`config.mk`:
```
export PLATFORM = sky130hd
export DESIGN_NAME = exec_sequencer
export DESIGN_NICKNAME = d
export VERILOG_FILES = /design/src/rtl/seq_pkg.sv /design/src/rtl/seq_decode.sv /design/src/rtl/exec_sequencer.sv
export SDC_FILE = /design/constraint.sdc
export NUM_CORES = 1
export LEC_CHECK = 0
export CAP_MARGIN = 20
export CORE_MARGIN = 5
export CORE_UTILIZATION = 44
export DETAILED_ROUTE_END_ITERATION = 6
export PLACE_DENSITY = 0.84
export REMOVE_ABC_BUFFERS = 1
export SLEW_MARGIN = 20
export SYNTH_ARGS = -nofsm -noshare
export SYNTH_HDL_FRONTEND = slang
export SYNTH_HIERARCHICAL = 1
export SYNTH_SLANG_ARGS = --single-unit
```
`constraint.sdc`:
```
create_clock -name CLK -period 2 [get_ports CLK]
set_clock_uncertainty 0.1 [all_clocks]
set_input_delay 0.4 -clock CLK [delete_from_list [all_inputs] [get_ports CLK]]
set_output_delay 0.4 -clock CLK [all_outputs]
set_load 0.01 [all_outputs]
```
`src/rtl/seq_pkg.sv`:
```
// rtl/seq_pkg.sv - shared states, opcodes, select encodings and EXEC control vector for exec_sequencer
package seq_pkg;

  typedef enum logic [2:0] {
    ST_FETCH  = 3'd0,
    ST_DECODE = 3'd1,
    ST_EXEC   = 3'd2,
    ST_HALT   = 3'd3,
    ST_PAUSE  = 3'd4
  } seq_state_t;

  localparam logic [3:0] OP_NOP  = 4'h0;
  localparam logic [3:0] OP_LDI  = 4'h1;
  localparam logic [3:0] OP_LDR  = 4'h2;
  localparam logic [3:0] OP_STR  = 4'h3;
  localparam logic [3:0] OP_ADD  = 4'h4;
  localparam logic [3:0] OP_SUB  = 4'h5;
  localparam logic [3:0] OP_AND  = 4'h6;
  localparam logic [3:0] OP_OR   = 4'h7;
  localparam logic [3:0] OP_SHL  = 4'h8;
  localparam logic [3:0] OP_SHR  = 4'h9;
  localparam logic [3:0] OP_JZ   = 4'hA;
  localparam logic [3:0] OP_JC   = 4'hB;
  localparam logic [3:0] OP_JMP  = 4'hC;
  localparam logic [3:0] OP_JR   = 4'hD;
  localparam logic [3:0] OP_HALT = 4'hE;
  localparam logic [3:0] OP_ILL  = 4'hF;

  localparam logic [1:0] SEL_ACC_ALU = 2'b00;
  localparam logic [1:0] SEL_ACC_RF  = 2'b01;
  localparam logic [1:0] SEL_ACC_IMM = 2'b10;

  localparam logic [1:0] ALU_ADD = 2'b00;
  localparam logic [1:0] ALU_SUB = 2'b01;
  localparam logic [1:0] ALU_AND = 2'b10;
  localparam logic [1:0] ALU_OR  = 2'b11;

  localparam logic [1:0] SH_NONE  = 2'b00;
  localparam logic [1:0] SH_LEFT  = 2'b01;
  localparam logic [1:0] SH_RIGHT = 2'b10;

  // Which registered flag (if any) gates LoadPC in EXEC
  typedef enum logic [1:0] {
    BR_NONE   = 2'd0,
    BR_Z      = 2'd1,
    BR_C      = 2'd2,
    BR_ALWAYS = 2'd3
  } br_sel_t;

  typedef struct packed {
    logic       load_acc;
    logic [1:0] sel_acc;
    logic [3:0] sel_alu;
    logic       load_reg;
    logic       sel_pc;
    br_sel_t    br;
    logic       flag_upd;
    logic       halt;
    logic       illegal;
  } exec_ctrl_t;

endpackage

```
`src/rtl/seq_decode.sv`:
```
// rtl/seq_decode.sv - combinational opcode to EXEC strobe/select vector and branch-condition select
module seq_decode
  import seq_pkg::*;
(
  input  logic [3:0] opcode,
  output exec_ctrl_t ctrl
);

  // Opcode table; anything not listed (NOP) leaves every field at zero
  always_comb begin
    ctrl = '0;
    case (opcode)
      OP_LDI: begin ctrl.load_acc = 1'b1; ctrl.sel_acc = SEL_ACC_IMM; end
      OP_LDR: begin ctrl.load_acc = 1'b1; ctrl.sel_acc = SEL_ACC_RF; end
      OP_STR: ctrl.load_reg = 1'b1;
      OP_ADD: begin ctrl.load_acc = 1'b1; ctrl.flag_upd = 1'b1; ctrl.sel_alu = {ALU_ADD, SH_NONE}; end
      OP_SUB: begin ctrl.load_acc = 1'b1; ctrl.flag_upd = 1'b1; ctrl.sel_alu = {ALU_SUB, SH_NONE}; end
      OP_AND: begin ctrl.load_acc = 1'b1; ctrl.flag_upd = 1'b1; ctrl.sel_alu = {ALU_AND, SH_NONE}; end
      OP_OR:  begin ctrl.load_acc = 1'b1; ctrl.flag_upd = 1'b1; ctrl.sel_alu = {ALU_OR, SH_NONE}; end
      OP_SHL: begin ctrl.load_acc = 1'b1; ctrl.flag_upd = 1'b1; ctrl.sel_alu = {ALU_ADD, SH_LEFT}; end
      OP_SHR: begin ctrl.load_acc = 1'b1; ctrl.flag_upd = 1'b1; ctrl.sel_alu = {ALU_ADD, SH_RIGHT}; end
      OP_JZ:  ctrl.br = BR_Z;
      OP_JC:  ctrl.br = BR_C;
      OP_JMP: ctrl.br = BR_ALWAYS;
      OP_JR:  begin ctrl.br = BR_ALWAYS; ctrl.sel_pc = 1'b1; end
      OP_HALT: ctrl.halt = 1'b1;
      OP_ILL:  ctrl.illegal = 1'b1;
      default: ;
    endcase
  end

endmodule

```
`src/rtl/exec_sequencer.sv`:
```
// rtl/exec_sequencer.sv - fetch/decode/exec sequencer for the accumulator MCU; SEQ_STEP_EN adds single-step PAUSE
module exec_sequencer
  import seq_pkg::*;
(
  input  logic       CLK,
  input  logic       CLR,
  input  logic       inst_valid,
  input  logic [3:0] inst_opcode,
  input  logic       alu_z,
  input  logic       alu_c,
`ifdef SEQ_STEP_EN
  input  logic       step_req,
`endif
  output logic       inst_req,
  output logic       LoadIR,
  output logic       IncPC,
  output logic       LoadPC,
  output logic       SelPC,
  output logic       LoadReg,
  output logic       LoadAcc,
  output logic [1:0] SelAcc,
  output logic [3:0] SelALU,
  output logic       z_q,
  output logic       c_q,
  output logic       halted,
  output logic       illegal,
  output logic [7:0] retired
);

  seq_state_t state, next_state;
  logic [3:0] opcode;
  exec_ctrl_t ctrl;
  logic       br_taken;

  seq_decode u_decode (
    .opcode (opcode),
    .ctrl   (ctrl)
  );

  // Conditions look at the flags as registered before this EXEC
  assign br_taken = (ctrl.br == BR_ALWAYS) ||
                    ((ctrl.br == BR_Z) && z_q) ||
                    ((ctrl.br == BR_C) && c_q);

  // State register
  always_ff @(posedge CLK) begin
    if (CLR) state <= ST_FETCH;
    else     state <= next_state;
  end

  // Opcode is captured only on an accepted fetch, so it is stable through DECODE and EXEC
  always_ff @(posedge CLK) begin
    if (CLR)                                  opcode <= OP_NOP;
    else if ((state == ST_FETCH) && inst_valid) opcode <= inst_opcode;
  end

  // Flags, sticky illegal and retire count all commit at the end of EXEC
  always_ff @(posedge CLK) begin
    if (CLR) begin
      z_q     <= 1'b0;
      c_q     <= 1'b0;
      illegal <= 1'b0;
      retired <= 8'd0;
    end else if (state == ST_EXEC) begin
      if (ctrl.flag_upd) begin
        z_q <= alu_z;
        c_q <= alu_c;
      end
      if (ctrl.illegal) illegal <= 1'b1;
      retired <= retired + 8'd1;
    end
  end

  // Next state and strobes; CLR masks strobes so an aborted instruction has no effect
  always_comb begin
    next_state = state;
    inst_req   = 1'b0;
    LoadIR     = 1'b0;
    IncPC      = 1'b0;
    LoadPC     = 1'b0;
    SelPC      = 1'b0;
    LoadReg    = 1'b0;
    LoadAcc    = 1'b0;
    SelAcc     = SEL_ACC_ALU;
    SelALU     = 4'b0000;
    halted     = 1'b0;
    case (state)
      ST_FETCH: begin
        inst_req = 1'b1;
        if (inst_valid) begin
          LoadIR     = !CLR;
          IncPC      = !CLR;
          next_state = ST_DECODE;
        end
      end
      ST_DECODE: next_state = ST_EXEC;
      ST_EXEC: begin
        if (!CLR) begin
          LoadAcc = ctrl.load_acc;
          SelAcc  = ctrl.sel_acc;
          SelALU  = ctrl.sel_alu;
          LoadReg = ctrl.load_reg;
          LoadPC  = br_taken;
          SelPC   = ctrl.sel_pc;
        end
`ifdef SEQ_STEP_EN
        next_state = ctrl.halt ? ST_HALT : ST_PAUSE;
`else
        next_state = ctrl.halt ? ST_HALT : ST_FETCH;
`endif
      end
      ST_HALT: halted = 1'b1;
`ifdef SEQ_STEP_EN
      ST_PAUSE: begin
        if (step_req) next_state = ST_FETCH;
      end
`endif
      default: next_state = ST_FETCH;
    endcase
  end

endmodule
```
Word level (Yosys, flattened, before mapping)
Cells that the tools add are included.
W data, S select, Z words.
Word-level totals
  bits in registers: 18
  bits of input ports: 9
  output and inout bits: 25
  word-level logic and storage cells: 71
Cells by class
  add/subtract/negate cells: 1
  equal/unequal tests: 22
  multiplexer cells: 28
  bitwise gates (word level): 1
  reductions and logical operators: 13
Operators by type and width (count)
  $eq A4 B4 Y1 const B: 8
  $pmux W4 S5: 1
  $mux W1: 18
  $eq A4 B3 Y1 const B: 4
  $pmux W3 S4: 1
  $add A8 B1 Y8 const B: 1
  $eq A4 B2 Y1 const B: 2
  $mux W4: 2
  $reduce_or A8 Y1: 1
  $eq A3 B2 Y1 const B: 2
  $mux W2: 3
  $pmux W2 S3: 1
  $reduce_and A2 Y1: 3
  $reduce_or A6 Y1: 1
  $eq A2 B2 Y1 const B: 2
  $eq A4 B1 Y1 const B: 1
  $pmux W2 S2: 1
  $eq A3 B1 Y1 const B: 1
  $logic_and A1 B1 Y1: 3
  $logic_not A3 Y1: 1
  $mux W3: 1
  $eq A2 B1 Y1 const B: 1
  $logic_or A1 B1 Y1: 2
  $ne A2 B2 Y1 const B: 1
  3 further kinds: 3

Depth between registers and ports, before layout
  depth in word-level cells: 9
  gate-level depth with buffers: 7
  mapped depth without buffers: 6

Modules after synthesis
The synthesis kept the hierarchy.
By module, submodules not included
  exec_sequencer: times used 1, cells each 100, area an instance 810.8 µm², sequential area each 340.3 µm²
  seq_decode: times used 1, cells each 27, area an instance 167.7 µm², sequential area each 0.0 µm²

Worst setup path after synthesis
No wires, ideal clock.
  path type: register to output
  start point: register state[1]
  end point: output port LoadIR
  data arrival time: 1392 ps
  setup slack: 108 ps
  stages on the path, launching flop included: 6
  buffers on the path: 3
  path through: dfxtp_1 -> buf_6 -> or3b_2 -> clkbuf_1 -> nor2_1 -> buf_4
Between the ends
  cells in the longest elaborated chain, start to end: 2
Ends and longest elaborated chain
  from (decl): RTL line exec_sequencer.sv:30  | seq_state_t state, next_state;
  from (signal assigned): RTL line exec_sequencer.sv:48  | else state <= next_state;
  $logic_not A3 Y1
  $mux W1
  to (decl): RTL line exec_sequencer.sv:15  | output logic LoadIR,
Every way passes these cells.

==> results.md <==
- Syn-to-layout area delta: 44.8%
- Slew HR: between 60 and 70%
- CTS Buffer Depth: 2
- Worst R2R Setup Slack: ~0.50 ns
- # DRC: 0
- #FFs+latches synth: 17
- R2r endpoint: retired[5]$_SDFFE_PP0P_
- Cells after synthesis: approximately 130
- Pre-CTS setup slack: -0.529 ns
- H-tree depth: 1
- Flop pwr share: between 50% and 60%
- Crit path time final: slightly below 2 ns
- CTS root buf: clkbuf_4
- First-pass GRT wire length: approximately 4.3 mm
- Comb pwr share: a little under a fifth
- # port buffers: 33
- Filler cells: roughly 200
- Setup crit end kind: primary output
- Largest net degree at the start of global routing: 11
- Clock power frac: a little over a quarter
- Critical Path Source Type: flop
- Sequential-to-total area share from yosys stat: about a third
- Die area: around 3300 um2
- Hold EP: c_q$_SDFFE_PP0P_
- Worst setup path category: reg2out
- Worst Path Required: about 1.5 ns
- Wire length per cell: 12.8 um
- Static Leak: 0.564 nW
- Nets@finish: 179
- Core Util, Final: 65.3%
- Crit path cell chain: nand2b_4 -> o21ai_2 -> and2_4 -> nand2_2 -> a211oi_2 -> buf_2
- Max Clk Rate: slightly above 500 MHz
- Hold WC Path Type: reg2reg
- Hold-fix buffers, CTS: 0
- Slowest-stage cell, CP: dfxtp_2
- R2r worst-path depth: 4
- Std cell rows: 17
- Final HPWL DP: approximately 1.9 mm
- Dominant synthesized flop cell: dfxtp_1
- PD cells: between 400 and 500 nW/um2
- Ratio of cells with drive above 1 in the final layout: around 28%
- Worst path bufs/invs: 1
- Total GRT Usage: between 15 and 20%
- ANT cells: 0
- Internal power: 0.000493 W
- Post-synth EDFFs: 0
- Synth cell types: 34
- Final hold vios: 0
- Peak VDD IR: approximately 520 uV
- WP data arrival: between 1 and 1.5 ns
- Initial antenna violation count: 0
- Yosys warns: 6
- Num CTS Buffers: 3
- Avg Cell Area, Syn: 7.70 um2
- Post-route setup slack: between 0.03 and 0.04 ns
- CP delay by family, top: simple AND/OR/NAND/NOR gates
- Clock sinks: 17
- TritonCTS clock tree: built
- Ys async rst share: 0%
- Slew @ Worst Pin: 0.461 ns
- Post-synthesis cell area: ~980 um2
- Final GP Congestion: slightly above 0.8
- Routed vias: 1007
- Status: completed
- DRT iter0 DRCs: 17
- Clock latency on the worst-skew pair: 0.28 ns
- Die width: 57.2 um
- Hold path start: c_q$_SDFFE_PP0P_
- RSZ-0062 raised after global routing: yes
- Drt first pass iters: 4
- Top Ports: 34
- R2R Path Start: state[0]$_SDFFE_PP0P_
- Initial core utilization: 45.1%
- Tcrit/Tclk final: 98.4%
- Vias in the first global route: a little under 1000
- Max incr delay on CP: ~0.34 ns
- Hold path depth: 2
- Net Sw Frac: approximately a quarter
- Antenna viol nets, final: 0
- Final Max Slew Viols: 0
- Core Box Area: roughly 2200 um2
- P_sw: about 0.00017 W
- Die H: about 57 um
- Crit path max fanout: 3
- Total Power: between 0.0006 and 0.0007 W
- Reg clk slew, reported paths: 0.09 ns
- Max cap viols: 0
- Total gr overflow: 0
- Finish-stage setup viols: 0
- Post-Route WL: ~2.5 mm
- DR vias/cell: 5.14
[layout by cell type, fill, tap and decap left out, drive strengths merged, types with 2 or more instances in the layout]
cell           instances
a21oi                 14
and2                  12
buf                   18
clkbuf                10
clkdlybuf4s50         17
dfxtp                 17
dlymetal6s2s           3
inv                    2
nand2                 16
nand2b                 4
nand3                  4
nand3b                 3
nand4                  2
nor2                  13
nor3                   3
nor3b                  4
o21ai                  7
o31ai                  3
or3                    2
or4                    2
xnor2                  2
[how the worst max path moves through the flow]
stage / startpoint / end / slack, ns / depth (start not counted)
floorplan: opcode[2]$_SDFFE_PP0P_ / LoadPC / 0.29 / 5
global placement: inst_valid / LoadIR / -0.48 / 4
detailed placement: inst_valid / IncPC / -0.53 / 4
CTS: opcode[0]$_SDFFE_PP0P_ / LoadPC / -0.02 / 6
global route: state[0]$_SDFFE_PP0P_ / SelALU[3] / -0.08 / 5
finish: opcode[0]$_SDFFE_PP0P_ / LoadPC / 0.03 / 6
[worst reg2reg max path: stages (launching register included)]
cell,delay [ns]
dfxtp_2,0.35
nand2b_1,0.18
buf_4,0.17
or4_1,0.49
a21oi_1,0.15
[per-layer routing]
layer,global-route usage [%],vias to the layer above,wire (um)
met4,6.95,0,47
met3,2.26,4,124
met1,17.6,459,1070
li1,-,519,-
met5,0,-,0
met2,31.6,25,1270
[cells in the mapped netlist, drive strengths merged, types with 2 or more instances]
library cell	number	area, um2
xnor2	2	17.5
nand3b	3	22.5
nor3b	4	40.0
or3	2	13.8
a21oi	14	70.1
buf	4	37.5
nand2b	4	25.0
and2	12	75.1
dfxtp	17	340
o31ai	3	22.5
nand4	2	12.5
inv	2	7.50
clkbuf	5	30.0
nor2	13	48.8
nor3	3	15.0
o21ai	7	35.0
or4	2	15.0
nand2	16	60.1
nand3	4	20.0
[registers in the layout, indices dropped and copies added, names as in the netlist]
signal and cells:
retired 8, illegal 1, z_q 1, c_q 1, opcode 4, state 2
[area by class of cell]
type                    instances  area [um2]  share of cell area [%]
multi-input cells              99         609                    43.0
clock buffers                   4        26.3                    1.86
inverters                       2        7.51                   0.530
repair buffers                 46         385                    27.2
well taps                      28        35.0                    2.47
flip-flops and latches         17         353                    24.9
[logic make-up after synthesis]
family          Yosys count  share of synthesized area (%)
compound gates           26                           14.6
simple gates             69                           38.7
flops                    17                           34.8
fa+ha+maj                 1                           1.28
mux                       1                           1.15
buf+inv                  11                           7.67
xor+xnor                  2                           1.79
[timing repair]
| action | 4_1_cts | 5_1_grt |
|---|---|---|
| hold endpoints to repair | 0 | 0 |
| endpoints found under the setup margin | 13 | 14 |
| gates resized for setup | 42 | 22 |
| pin swaps | 2 | 3 |
| setup buffers | 0 | 0 |
[power by group through the flow]
stage	Sequential (W)	Combinational (W)	Clock, W
2_1_floorplan	0.000371	0.0000454	0
4_1_cts	0.000359	0.000128	0.000186
3_3_place_gp	0.000364	0.000117	0
3_5_place_dp	0.000365	0.000120	0
5_1_grt	0.000362	0.000141	0.000200
6_report	0.000360	0.000128	0.000179
[stage by stage]
stage | std cells | hold WS, ns | cell area (um2) | TNS [ns]
2_1_floorplan | 118 | 0.369 | 911 | 0
3_3_place_gp | 192 | 0.360 | 1370 | -3.90
3_5_place_dp | 192 | 0.369 | 1370 | -4.01
4_1_cts | 196 | 0.390 | 1430 | -0.0495
5_1_grt | 196 | 0.411 | 1420 | -0.130
6_report | 196 | 0.389 | 1420 | 0
Power figures use the tool's default switching activity.
